**config.mk**
```make
export PLATFORM = sky130hd
export DESIGN_NAME = bus_initiator
export DESIGN_NICKNAME = d
export VERILOG_FILES = /design/src/rtl/bus_initiator.sv
export SDC_FILE = /design/constraint.sdc
export NUM_CORES = 1
export LEC_CHECK = 0
export CAP_MARGIN = 20
export CORE_MARGIN = 2
export CORE_UTILIZATION = 42
export CTS_CLUSTER_SIZE = 24
export DETAILED_ROUTE_END_ITERATION = 8
export GPL_ROUTABILITY_DRIVEN = 0
export PLACE_DENSITY = 0.86
export SKIP_LAST_GASP = 1
export SYNTH_ARGS = -nofsm -noshare
export SYNTH_HDL_FRONTEND = slang
export SYNTH_SLANG_ARGS = --single-unit
```
**constraint.sdc**
```tcl
create_clock -name clk -period 2.2 [get_ports clk]
set_input_delay 0.22 -clock clk [delete_from_list [all_inputs] [get_ports clk]]
set_output_delay 0.22 -clock clk [all_outputs]
set_load 0.03 [all_outputs]
```
**src/rtl/bus_initiator.sv**
```systemverilog
// bus_initiator
//   Initiator end of the system bus. Turns single-word client requests into
//   read_enable / write_enable bus cycles, waits for the responder's ready and
//   returns the result on a valid/ready response channel. One transaction is
//   outstanding at a time. Every output is registered.
//
// Optional feature macro: BUS_TIMEOUT_EN
//   When defined, an access that sees no bus_ready for TIMEOUT_CYCLES cycles is
//   aborted and answered with rsp_err = 1, rsp_rdata = ERR_DATA. When undefined,
//   the initiator waits in ACCESS indefinitely and no counter exists.
//
// Ports
//   clk, reset              clock, synchronous active-high reset
//   req_valid/req_ready     request handshake
//   req_write               1 = write, 0 = read
//   req_addr, req_wdata     byte address (word aligned), write data
//   rsp_valid/rsp_ready     response handshake
//   rsp_rdata, rsp_err      read data (0 for writes, ERR_DATA on error), error
//   bus_addr, bus_wdata     to responder addr / data_in
//   bus_rdata               from responder data_out
//   bus_re, bus_we          to responder read_enable / write_enable
//   bus_ready               from responder ready
module bus_initiator #(
  parameter int unsigned       ADDR_W         = 32,
  parameter int unsigned       DATA_W         = 32,
  parameter int unsigned       TIMEOUT_CYCLES = 255,
  parameter logic [DATA_W-1:0] ERR_DATA       = DATA_W'(32'hDEADBEEF)
) (
  input  logic              clk,
  input  logic              reset,
  input  logic              req_valid,
  output logic              req_ready,
  input  logic              req_write,
  input  logic [ADDR_W-1:0] req_addr,
  input  logic [DATA_W-1:0] req_wdata,
  output logic              rsp_valid,
  input  logic              rsp_ready,
  output logic [DATA_W-1:0] rsp_rdata,
  output logic              rsp_err,
  output logic [ADDR_W-1:0] bus_addr,
  output logic [DATA_W-1:0] bus_wdata,
  input  logic [DATA_W-1:0] bus_rdata,
  output logic              bus_re,
  output logic              bus_we,
  input  logic              bus_ready
);

  typedef enum logic [1:0] {
    ST_IDLE,
    ST_ACCESS,
    ST_RESP
  } state_t;

  state_t            state_q, state_d;
  logic              req_ready_q, req_ready_d;
  logic              rsp_valid_q, rsp_valid_d;
  logic              rsp_err_q, rsp_err_d;
  logic [DATA_W-1:0] rsp_rdata_q, rsp_rdata_d;
  logic [ADDR_W-1:0] bus_addr_q, bus_addr_d;
  logic [DATA_W-1:0] bus_wdata_q, bus_wdata_d;
  logic              bus_re_q, bus_re_d;
  logic              bus_we_q, bus_we_d;

`ifdef BUS_TIMEOUT_EN
  localparam int unsigned CNT_W    = (TIMEOUT_CYCLES > 1) ? $clog2(TIMEOUT_CYCLES) : 1;
  localparam logic [CNT_W-1:0] CNT_LAST = CNT_W'(TIMEOUT_CYCLES - 1);

  logic [CNT_W-1:0] cnt_q, cnt_d;
`else
  logic unused_timeout;
  assign unused_timeout = ^TIMEOUT_CYCLES;
`endif

  always_comb begin
    state_d     = state_q;
    req_ready_d = req_ready_q;
    rsp_valid_d = rsp_valid_q;
    rsp_err_d   = rsp_err_q;
    rsp_rdata_d = rsp_rdata_q;
    bus_addr_d  = bus_addr_q;
    bus_wdata_d = bus_wdata_q;
    bus_re_d    = bus_re_q;
    bus_we_d    = bus_we_q;
`ifdef BUS_TIMEOUT_EN
    cnt_d       = cnt_q;
`endif

    unique case (state_q)
      ST_IDLE: begin
        // req_ready is always 1 in IDLE, so req_valid alone is the handshake.
        if (req_valid) begin
          req_ready_d = 1'b0;
          bus_addr_d  = req_addr;
          bus_wdata_d = req_wdata;
          if (req_addr[1:0] != 2'b00) begin
            rsp_valid_d = 1'b1;
            rsp_err_d   = 1'b1;
            rsp_rdata_d = ERR_DATA;
            state_d     = ST_RESP;
          end else begin
            bus_re_d    = !req_write;
            bus_we_d    = req_write;
            state_d     = ST_ACCESS;
`ifdef BUS_TIMEOUT_EN
            cnt_d       = '0;
`endif
          end
        end
      end

      ST_ACCESS: begin
        if (bus_ready) begin
          bus_re_d    = 1'b0;
          bus_we_d    = 1'b0;
          rsp_rdata_d = bus_re_q ? bus_rdata : '0;
          rsp_err_d   = 1'b0;
          rsp_valid_d = 1'b1;
          state_d     = ST_RESP;
        end
`ifdef BUS_TIMEOUT_EN
        // Abort on the edge where the count would reach TIMEOUT_CYCLES, so the
        // enable is visible for exactly TIMEOUT_CYCLES cycles.
        else if (cnt_q == CNT_LAST) begin
          bus_re_d    = 1'b0;
          bus_we_d    = 1'b0;
          rsp_rdata_d = ERR_DATA;
          rsp_err_d   = 1'b1;
          rsp_valid_d = 1'b1;
          state_d     = ST_RESP;
        end else begin
          cnt_d = cnt_q + 1'b1;
        end
`endif
      end

      ST_RESP: begin
        if (rsp_ready) begin
          rsp_valid_d = 1'b0;
          req_ready_d = 1'b1;
          state_d     = ST_IDLE;
        end
      end

      default: begin
        state_d = ST_IDLE;
      end
    endcase
  end

  always_ff @(posedge clk) begin
    if (reset) begin
      state_q     <= ST_IDLE;
      req_ready_q <= 1'b1;
      rsp_valid_q <= 1'b0;
      rsp_err_q   <= 1'b0;
      rsp_rdata_q <= '0;
      bus_addr_q  <= '0;
      bus_wdata_q <= '0;
      bus_re_q    <= 1'b0;
      bus_we_q    <= 1'b0;
`ifdef BUS_TIMEOUT_EN
      cnt_q       <= '0;
`endif
    end else begin
      state_q     <= state_d;
      req_ready_q <= req_ready_d;
      rsp_valid_q <= rsp_valid_d;
      rsp_err_q   <= rsp_err_d;
      rsp_rdata_q <= rsp_rdata_d;
      bus_addr_q  <= bus_addr_d;
      bus_wdata_q <= bus_wdata_d;
      bus_re_q    <= bus_re_d;
      bus_we_q    <= bus_we_d;
`ifdef BUS_TIMEOUT_EN
      cnt_q       <= cnt_d;
`endif
    end
  end

  assign req_ready = req_ready_q;
  assign rsp_valid = rsp_valid_q;
  assign rsp_err   = rsp_err_q;
  assign rsp_rdata = rsp_rdata_q;
  assign bus_addr  = bus_addr_q;
  assign bus_wdata = bus_wdata_q;
  assign bus_re    = bus_re_q;
  assign bus_we    = bus_we_q;

endmodule

```
==> metrics.md <==
| Metric | Value |
|---|---|
| Capturing point of the worst reg2reg path | `rsp_rdata[31]$_SDFFE_PP0P_` |
| Yosys warning total | `0` |
| Slew margin rel. | `66.88%` |
| Highest clock frequency the design can meet | `547.4 MHz` |
| Number of fill cells | `729` |
| Power density relative to cell area | `slightly above 700 nW/um^2` |
| Synthesized netlist cell count | `between 400 and 500` |
| Cell count of the worst hold path | `2` |
| Setup repair after global routing missed its margin | `false` |
| Final sum of negative setup slack | `0 ns` |
| Hold/Removal Path Class | `primary input to flop` |
| Detailed-route DRC error count | `0` |
| Combinational family with the most area after synthesis | `simple AND/OR/NAND/NOR gates` |
| Floorplan row count | `34` |
| Overflow after GRT | `0` |
| Synthesized Nets | `568` |
| Worst setup slack for register-to-register paths | `0.37 ns` |
| Total count of max-transition violations in the final report | `0` |
| Dpl ws | `0.2332 ns` |
| Post-synth cell types | `32` |
| Number of optimization iterations in the first detailed-route pass | `5` |
| Total wire length after detailed routing | `about 11 mm` |
| Number of max-cap violations | `0` |
| Arrival time at the worst endpoint | `2.08 ns` |
| Post-cts hold buffer count | `0` |
| Port Buf Inserts | `202` |
| Yosys top cell by area | `sky130_fd_sc_hd__dfxtp_1` |
| Post-cts repair resize count | `0` |
| Reg-to-reg startpoint | `state_q[0]$_SDFFE_PP0P_` |
| # diodes | `0` |
| Multiplexer share of the synthesized area | `0.2602%` |
| Class of the most critical setup path | `flop to flop` |
| Horiz. Die Dim | `roughly 100 um` |
| Synthesized-area fraction occupied by ao, oa, aoi and oai cells | `17.04%` |
| Root buffer selected by CTS | `sky130_fd_sc_hd__clkbuf_8` |
| Max Root-Sink Buffers | `2` |
| Ranking of synthesized cells by area | `sky130_fd_sc_hd__dfxtp_1, sky130_fd_sc_hd__nand2_1, sky130_fd_sc_hd__a21oi_1, sky130_fd_sc_hd__a221oi_1, sky130_fd_sc_hd__nor2_1` |
| Largest fanout on the critical path | `24` |
| Setup crit end kind | `flop` |
| Post-detail-place hpwl | `8.445 mm` |
| Total setup buffers inserted after CTS | `0` |
| Via/cell ratio | `around 5.1` |
| Worst R2R Path Depth | `4` |
| Commonest non-fill, non-tap cell in the layout | `sky130_fd_sc_hd__clkdlybuf4s50_1` |
| Commonest cells after routing, fill and taps aside | `sky130_fd_sc_hd__clkdlybuf4s50_1, sky130_fd_sc_hd__nand2_1, sky130_fd_sc_hd__dfxtp_1` |
| Worst VDD drop | `a little under 400 uV` |
| Clock Skews | `approximately 0.013 ns` |
| Die Outline Area | `9942 sq um` |
| Startpoint kind of the worst setup timing path | `flop` |
| Post-Syn Area per Cell | `8.256 sq um` |
| Post-synth design cell area | `3847 sq um` |
| Yosys reg bits | `103` |
| Worst Hold Launch | `reset` |
| Clock tree from TritonCTS | `done` |
| Sequential cell area | `2062 sq um` |
| H-tree levels | `3` |
| Worst min-delay path endpoint | `bus_we$_SDFFE_PP0P_` |
| Wire length of the first global-routing pass | `18.31 mm` |
| Required time at the endpoint of the critical path | `2.45 ns` |
| Clock latency of the later-clocked register in the worst-skew pair | `0.36 ns` |
| Synth Area in Simple Gates | `23.32%` |
| Sequential share of the synthesized area | `53.59%` |
| Actual transition at the worst max-transition pin | `0.4968 ns` |
| Worst hold-check slack | `roughly 0.26 ns` |
| Effective utilization at floorplan | `43.69%` |
| DRT iter0 DRCs | `139` |
| Final setup violating endpoints | `0` |
| Multi-input logic area | `between 1500 and 2000 sq um` |
| Routed length per placed instance | `14.94 um` |
| Fraction of synthesized cell area taken by the top area cell type | `between 50 and 60%` |
| Net total in the final layout | `754` |
| Final worst path period need | `about 1.8 ns` |
| Vias in the first global route | `slightly below 4000` |
| Adder-cell area share of the yosys netlist | `0%` |
| Share of cells above drive strength 1 | `5.479%` |
| Die Height | `99.71 um` |
| Antenna violations before repair | `0` |
| Post-synthesis share of cell area spent on xor and xnor gates | `0%` |
| Run status | `finished clean` |
| Final worst path period share | `83.03%` |
| Final Worst Setup Slack | `approximately 0.37 ns` |
| Core region area | `8806 sq um` |
| I/O pin cnt | `around 200` |
| CTS sink cnt | `around 100` |
| All-layer global routing usage | `between 20 and 25%` |
| Maximum number of pins on one net before global-route repair | `between 40 and 50` |
| Reg clk slew, reported paths | `around 0.09 ns` |
| Remaining number of nets flagged by the antenna check after routing | `0` |
| Count of endpoints failing hold in the final timing report | `0` |
| Layout area overhead | `58.18%` |
| Via count | `roughly 4000` |
| Post-layout util | `69.11%` |
| Static Leakage | `2.205 nW` |
| Number of buffers created by CTS | `9` |
==> critical path, cell delays in order (launching register included) <==
cell and delay, ns:
sky130_fd_sc_hd__dfxtp_1 0.56, sky130_fd_sc_hd__and3b_1 0.46, sky130_fd_sc_hd__buf_4 0.32, sky130_fd_sc_hd__nor2_1 0.06, sky130_fd_sc_hd__a221oi_1 0.32
==> final cells by class <==
class / count / area share (%)
repair buffers: 215 / 34.75
flip-flops and latches: 103 / 33.88
multi-input cells: 322 / 25.78
well taps: 108 / 2.220
clock buffers: 9 / 2.035
clock inverters: 7 / 1.275
inverters: 1 / 0.06168
==> worst max-delay path by stage <==
stage,start,end,slack [ns],cells past startpoint
global placement,req_valid,bus_addr[11]$_SDFFE_PP0P_,0.39,5
floorplan,bus_re$_SDFFE_PP0P_,rsp_rdata[24]$_SDFFE_PP0P_,0.71,5
finish,state_q[0]$_SDFFE_PP0P_,rsp_rdata[31]$_SDFFE_PP0P_,0.37,4
global route,state_q[0]$_SDFFE_PP0P_,rsp_rdata[2]$_SDFFE_PP0P_,0.24,4
CTS,state_q[0]$_SDFFE_PP0P_,rsp_rdata[31]$_SDFFE_PP0P_,0.37,4
detailed placement,bus_ready,rsp_rdata[31]$_SDFFE_PP0P_,0.23,5
==> synth_stat cells, drive strengths merged <==
cell type / number
a21oi: 69
or4b: 1
nand3: 2
nor2: 27
or3b: 9
inv: 1
o21bai: 1
dfxtp: 103
o21ai: 3
nand3b: 1
o22ai: 9
or2: 1
nor2b: 1
nor3b: 1
nor4bb: 1
o21a: 1
nand2b: 2
a221oi: 24
clkbuf: 17
or3: 1
a31oi: 1
a21boi: 1
and3b: 1
mux2i: 1
nand2: 164
buf: 23
==> metrics by stage <==
stage,instances,power [mW],cell area [sq um]
floorplan,466,2.676,3847
global placement,749,3.158,5884
detailed placement,749,3.186,5884
CTS,765,4.397,6086
global route,765,4.568,6086
finish,765,4.351,6086
==> state kept, by name (all words and copies together) (netlist names), 2 cells and up <==
name / count
bus_addr: 32
bus_wdata: 32
rsp_rdata: 32
state_q: 2
==> power by group <==
group          internal (mW)  total [mW]  switching, mW
clock network          0.539        1.21          0.672
registers               2.00        2.08         0.0781
logic                  0.493        1.06          0.570
==> cell families (layout without fill, tap and decap cells) <==
group / after synthesis / count (layout)
mux: 1 / 1
flops: 103 / 103
compound gates: 109 / 109
buf+inv: 41 / 232
simple gates: 212 / 212
==> layer usage <==
metal	GRT usage [%]	share of wire [%]	up-vias
met5	0	0	-
met4	11.49	3.6	0
met3	5.130	6.7	29
met2	40.02	50	140
met1	26.18	39	1805
li1	-	-	1937
Note: power is estimated with default switching activity, not from simulation.
